## config.mk

```make
export PLATFORM = sky130hd
export DESIGN_NAME = clk_enable_gen_flat
export DESIGN_NICKNAME = d
export VERILOG_FILES = /design/src/rtl/clk_enable_gen_if.sv /design/src/rtl/clk_enable_gen.sv /design/src/flat_wrapper.sv
export SDC_FILE = /design/constraint.sdc
export NUM_CORES = 1
export LEC_CHECK = 0
export BUFFER_PORTS_ARGS = -buffer_cell sky130_fd_sc_hd__buf_2
export CORE_UTILIZATION = 60
export CTS_CLUSTER_DIAMETER = 40
export DETAILED_ROUTE_END_ITERATION = 7
export HOLD_SLACK_MARGIN = 0.05
export PLACE_DENSITY = 0.81
export SYNTH_ARGS = -nofsm -noshare
export SYNTH_HDL_FRONTEND = slang
export SYNTH_SLANG_ARGS = --single-unit
```

## constraint.sdc

```tcl
create_clock -name I_CLOCK -period 6.69 [get_ports I_CLOCK]
set_clock_uncertainty 0.1 [all_clocks]
set_input_delay 1.338 -clock I_CLOCK [delete_from_list [all_inputs] [get_ports I_CLOCK]]
set_output_delay 1.338 -clock I_CLOCK [all_outputs]
set_load 0.01 [all_outputs]
```

## src/rtl/clk_enable_gen_if.sv

```systemverilog
// Control/status bundle between the pipeline timing generator and its controller.
interface clk_enable_gen_if #(
    parameter int unsigned CNT_WIDTH = 32,
    parameter int unsigned NUM_CH    = 2
);
    logic                 I_LOCK;
    logic [1:0]           I_Mode;
    logic                 I_StepReq;
    logic                 I_DivLoad;
    logic [2:0]           I_DivChan;
    logic [CNT_WIDTH-1:0] I_DivValue;
    logic                 O_LOCK;
    logic [NUM_CH-1:0]    O_Tick;
    logic [NUM_CH-1:0]    O_SlowClk;
    logic [1:0]           O_State;
    logic [31:0]          O_TickCount;

    modport master (
        output I_LOCK, I_Mode, I_StepReq, I_DivLoad, I_DivChan, I_DivValue,
        input  O_LOCK, O_Tick, O_SlowClk, O_State, O_TickCount
    );

    modport slave (
        input  I_LOCK, I_Mode, I_StepReq, I_DivLoad, I_DivChan, I_DivValue,
        output O_LOCK, O_Tick, O_SlowClk, O_State, O_TickCount
    );
endinterface

```

## src/rtl/clk_enable_gen.sv

```systemverilog
// Pipeline timing generator: NUM_CH programmable clock-enable divide channels with
// halt / single-step control, gated by a synchronised PLL lock.
module clk_enable_gen #(
    parameter int unsigned CNT_WIDTH   = 32,
    parameter int unsigned NUM_CH      = 2,
    parameter int unsigned DEFAULT_DIV = 100000
) (
    input  logic            I_CLOCK,
    input  logic            I_RESET,
    clk_enable_gen_if.slave bus
);

    typedef enum logic [1:0] {
        StWaitLock = 2'b00,
        StRun      = 2'b01,
        StHalt     = 2'b10,
        StStep     = 2'b11
    } state_e;

    typedef logic [CNT_WIDTH-1:0] cnt_t;

    state_e            state_q, state_d, mode_state;
    logic              lock_meta_q, lock_sync_q;
    logic              step_q, step_rise;
    logic              load_hit;
    cnt_t              cnt_q [NUM_CH];
    cnt_t              cnt_d [NUM_CH];
    cnt_t              div_q [NUM_CH];
    cnt_t              div_d [NUM_CH];
    logic [NUM_CH-1:0] tick_q, tick_d;
    logic [NUM_CH-1:0] slow_q, slow_d;
    logic [31:0]       tick_count_q, tick_count_d;

    always_comb begin
        unique case (bus.I_Mode)
            2'b01:   mode_state = StRun;
            2'b10:   mode_state = StStep;
            default: mode_state = StHalt;
        endcase
        // Leave the run states on the same edge O_LOCK falls, so a due tick is dropped.
        state_d      = (lock_meta_q && lock_sync_q) ? mode_state : StWaitLock;
        step_rise    = bus.I_StepReq & ~step_q;
        cnt_d        = cnt_q;
        div_d        = div_q;
        tick_d       = '0;
        slow_d       = slow_q;
        load_hit     = 1'b0;
        for (int c = 0; c < int'(NUM_CH); c++) begin
            load_hit = bus.I_DivLoad && (bus.I_DivChan == 3'(c));
            unique case (state_q)
                StRun: begin
                    if (cnt_q[c] == div_q[c]) begin
                        cnt_d[c]  = '0;
                        tick_d[c] = 1'b1;
                    end else begin
                        cnt_d[c] = cnt_q[c] + cnt_t'(1);
                    end
                end
                StStep:  tick_d[c] = step_rise;
                default: ;
            endcase
            // A load beats a coinciding terminal count.
            if (load_hit) begin
                div_d[c] = bus.I_DivValue;
                cnt_d[c] = '0;
                if (state_q == StRun) tick_d[c] = 1'b0;
            end
            if (tick_d[c]) slow_d[c] = ~slow_q[c];
            if (state_d == StWaitLock) begin
                cnt_d[c]  = '0;
                tick_d[c] = 1'b0;
                slow_d[c] = 1'b0;
            end
        end
        tick_count_d = tick_q[0] ? tick_count_q + 32'd1 : tick_count_q;
        if (state_d == StWaitLock) tick_count_d = '0;
    end

    always_ff @(posedge I_CLOCK or posedge I_RESET) begin
        if (I_RESET) begin
            state_q      <= StWaitLock;
            lock_meta_q  <= 1'b0;
            lock_sync_q  <= 1'b0;
            step_q       <= 1'b0;
            tick_q       <= '0;
            slow_q       <= '0;
            tick_count_q <= '0;
            for (int c = 0; c < int'(NUM_CH); c++) begin
                cnt_q[c] <= '0;
                div_q[c] <= cnt_t'(DEFAULT_DIV);
            end
        end else begin
            state_q      <= state_d;
            lock_meta_q  <= bus.I_LOCK;
            lock_sync_q  <= lock_meta_q;
            step_q       <= bus.I_StepReq;
            tick_q       <= tick_d;
            slow_q       <= slow_d;
            tick_count_q <= tick_count_d;
            cnt_q        <= cnt_d;
            div_q        <= div_d;
        end
    end

    assign bus.O_LOCK      = lock_sync_q;
    assign bus.O_Tick      = tick_q;
    assign bus.O_SlowClk   = slow_q;
    assign bus.O_State     = state_q;
    assign bus.O_TickCount = tick_count_q;

endmodule

```

## src/flat_wrapper.sv

```systemverilog
// flat-port wrapper written by rule: the top's interface ports become plain ports
module clk_enable_gen_flat 
#(
    parameter int unsigned CNT_WIDTH   = 32,
    parameter int unsigned NUM_CH      = 2,
    parameter int unsigned DEFAULT_DIV = 100000
)
  (I_CLOCK, I_RESET, bus_I_LOCK, bus_I_Mode, bus_I_StepReq, bus_I_DivLoad, bus_I_DivChan, bus_I_DivValue, bus_O_LOCK, bus_O_Tick, bus_O_SlowClk, bus_O_State, bus_O_TickCount);
  clk_enable_gen_if #(.CNT_WIDTH(CNT_WIDTH), .NUM_CH(NUM_CH)) bus_i ();
  input  logic I_CLOCK;
  input  logic I_RESET;
  input wire logic [$bits(bus_i.I_LOCK)-1:0] bus_I_LOCK;
  input wire logic [$bits(bus_i.I_Mode)-1:0] bus_I_Mode;
  input wire logic [$bits(bus_i.I_StepReq)-1:0] bus_I_StepReq;
  input wire logic [$bits(bus_i.I_DivLoad)-1:0] bus_I_DivLoad;
  input wire logic [$bits(bus_i.I_DivChan)-1:0] bus_I_DivChan;
  input wire logic [$bits(bus_i.I_DivValue)-1:0] bus_I_DivValue;
  output wire logic [$bits(bus_i.O_LOCK)-1:0] bus_O_LOCK;
  output wire logic [$bits(bus_i.O_Tick)-1:0] bus_O_Tick;
  output wire logic [$bits(bus_i.O_SlowClk)-1:0] bus_O_SlowClk;
  output wire logic [$bits(bus_i.O_State)-1:0] bus_O_State;
  output wire logic [$bits(bus_i.O_TickCount)-1:0] bus_O_TickCount;
  assign bus_i.I_LOCK = bus_I_LOCK;
  assign bus_i.I_Mode = bus_I_Mode;
  assign bus_i.I_StepReq = bus_I_StepReq;
  assign bus_i.I_DivLoad = bus_I_DivLoad;
  assign bus_i.I_DivChan = bus_I_DivChan;
  assign bus_i.I_DivValue = bus_I_DivValue;
  assign bus_O_LOCK = bus_i.O_LOCK;
  assign bus_O_Tick = bus_i.O_Tick;
  assign bus_O_SlowClk = bus_i.O_SlowClk;
  assign bus_O_State = bus_i.O_State;
  assign bus_O_TickCount = bus_i.O_TickCount;
  clk_enable_gen #(.CNT_WIDTH(CNT_WIDTH), .NUM_CH(NUM_CH), .DEFAULT_DIV(DEFAULT_DIV)) u_core (.I_CLOCK(I_CLOCK), .I_RESET(I_RESET), .bus(bus_i));
endmodule
```

==> qor.csv <==
metric,value,unit
path_delay_family,simple AND/OR/NAND/NOR gates,
cts_hold_buffers,0,
most-common-layout-cells,"nand2_1, dfrtp_1, buf_2",
synth_area,8490,um^2
dr_vias,6932,
place.port_buffers,80,
clock_tree.buffer_depth,2,
hpwl_after_dpl,14.0,mm
boundaryPins,81,
route.antenna.remaining_nets,0,
grt_overflow_total,0,
cell_depth_of_the_worst_flop_to_flop_path,6,
dr_wl_met2,9.89,mm
finalSetupTns,0,ps
antenna_found_initial,0,
crit_path_cell_trace,"buf_2, or4b_1, buf_4, nand2_4, nor2_2, nor3_1, xnor2_1, a211oi_1",
core,13800,um^2
detailroute.wirelength.met3,1.39,mm
critical_path.endpoint_type,flop,
post-layout-total-power,0.00245,W
layout_commonest_cell,nand2_1,
setup.worst_path.start_class,input pin,
crit_type,in2reg,
grt_start_max_net_pins,84,
setup_viol,0,
max_cap_violations,0,
dp_cells,1137,
tightestPinTransition,1120,ps
clk_pin_slew,60,ps
post_cts_buffers,0,
numCtsBuffers,17,
grt_util_all_layers,30.4,%
worst-endpoint-arrival,3550,ps
setup_repair_after_global_routing_missed_its_margin,false,
synthTopCellsByArea,"dfrtp_1, nand2_1, xor2_1",
drive_gt1_share,15.6,%
die_w,121,um
report.final.slew_viol_count,0,
hold_viol_final,0,
synth.ff_latch_count,169,
top_signal_layer_used,met4,
die_area,14600,um^2
required,6920,ps
routedLengthMet1,9.05,mm
crit_slowest_cell,nor2_2,
syn_inst,907,
drt_iter0_markers,543,
finish.net_count,1022,
postSynthNetCount,953,
min_path_cells,0,
terminus_of_the_critical_flop_to_flop_path,u_core.cnt_q[46],
fmax,0.301,GHz
finalWirelength,20.7,mm
post-synth-top-area-cell,dfrtp_1,
vdd_ir_drop_max,0.193,mV
route.detailed.wl_per_inst,17.7,um
hold_start,u_core.lock_meta_q,
detail_route.first_pass.iterations,6,
syn2layout_area_growth,14.1,%
chipHeight,121,um
fin_worst_hold_slack,317,ps
stdcell_count,1168,
cts.sink_count,169,
post_cts_resized,0,
pwr_density_cell,253,nW/um^2
grt_pass1_vias,6595,
number_of_antenna_cells_inserted,0,
initial_core_util,61.4,%
avgSynthCellArea,9.36,um^2
floorplan_row_count,43,
asyncSetResetFlopFracSynth,100,%
grt_first_pass_wirelength,34.3,mm
yosys.area.top_type_share,46.3,%
rd_place_congestion,0.879,
yosys.cell_types.count,59,
yosysWarningCount,0,
insertion_delay,430,ps
cts_tree,yes,
r2r_setup_slack,3950,ps
clock_tree.root_cell,clkbuf_16,
synth-edff-count,0,
min_to,u_core.bus.O_LOCK,
timing.rr.start,u_core.cnt_q[39],
cp.buffers_inverters,2,
run_status,finished clean,
min_period_over_period,49.6,%
min-delay-path-class,reg2reg,
seq_area_frac_synth,50.0,%
timing.critical_path.slowest_cell_delay,770,ps
shortest_period_the_worst_path_allows,3320,ps
remaining_drc_errors,0,
vias_per_cell,5.93,
p_leak,4.45,nW
relSlewSlack,24.8,%
h-tree-depth,4,
ys_dominant_reg_cell,dfrtp_1,
final_core_util,70.1,%
crit_fanout,34,
-- worst max-delay path by stage --
stage / endpoint / startpoint / cells after the start
3_5_place_dp: u_core.cnt_q[61] / bus_I_DivLoad / 8
5_1_grt: u_core.cnt_q[61] / bus_I_DivChan[2] / 8
4_1_cts: u_core.cnt_q[61] / bus_I_DivChan[1] / 8
6_report: u_core.cnt_q[61] / bus_I_DivChan[1] / 8
2_1_floorplan: u_core.bus.O_LOCK / I_RESET / 1
3_3_place_gp: u_core.cnt_q[57] / bus_I_DivChan[1] / 8
-- registers in the layout, summed over array words and instances (netlist names) --
| name | cells |
|---|---|
| u_core.bus.O_Tick | 2 |
| u_core.bus.O_State | 2 |
| u_core.div_q | 64 |
| u_core.cnt_q | 64 |
| u_core.bus.O_TickCount | 32 |
| u_core.bus.O_SlowClk | 2 |
| u_core.lock_meta_q | 1 |
| u_core.step_q | 1 |
| u_core.bus.O_LOCK | 1 |
-- cell families (layout without fill, tap and decap cells) --
group,count (synthesis),after routing,share of synthesized area [%]
simple gates,481,481,27.3
flops,169,169,50.0
xor+xnor,134,134,13.8
compound gates,66,66,5.78
buf+inv,52,133,2.46
fa+ha+maj,4,4,0.589
mux,1,1,0.118
-- Yosys cell counts (3+ instances only) --
cell type  count
a211oi_1      12
a21o_1         3
a21oi_1        6
and2_1         5
and3_1        12
and4_1        16
buf_2          8
clkbuf_1      30
dfrtp_1      157
dfstp_2       12
ha_1           4
inv_1         12
nand2_1      244
nand3_1       29
nand4_1       34
nand4b_1       3
nor2_1        79
nor3_1        11
nor4_1        11
nor4b_1        3
o21ai_0       12
o2bb2a_1       5
o311ai_0       4
o31ai_1        9
or2_2          5
or3_1          6
xnor2_1       63
xor2_1        71
-- power breakdown --
part | switching (W) | total (W) | internal, W | leakage [nW]
sequential | 0.0000627 | 0.00117 | 0.00111 | 2.24
combinational | 0.000138 | 0.000229 | 0.0000909 | 1.91
clock | 0.000409 | 0.00105 | 0.000645 | 0.304
-- stage by stage --
stage          setup WS [ps]  area (um^2)
5_1_grt                 3210         9690
3_5_place_dp            2990         9060
4_1_cts                 3430         9690
6_report                3370         9690
3_3_place_gp            3070         9060
2_1_floorplan            697         8490
-- final cells by class --
class,instances,area [um^2]
fillers,1014,4140
repair buffers,90,475
inverters,12,50.0
multi-input cells,686,4060
clock inverters,10,168
flip-flops and latches,169,4240
well taps,180,225
clock buffers,21,460
-- routing by layer --
layer,GRT usage [%],vias up
met5,0,-
met2,46.9,281
met1,43.1,3414
met4,10.8,0
met3,5.83,33
li1,-,3204
-- worst register-to-register path, stage by stage (launching register included) --
cell	delay [ps]
dfrtp_1	470
xor2_1	180
nor4_1	400
nand4_1	220
nor2_1	890
nand4b_1	210
o311ai_0	130
Power figures use the tool's default switching activity.
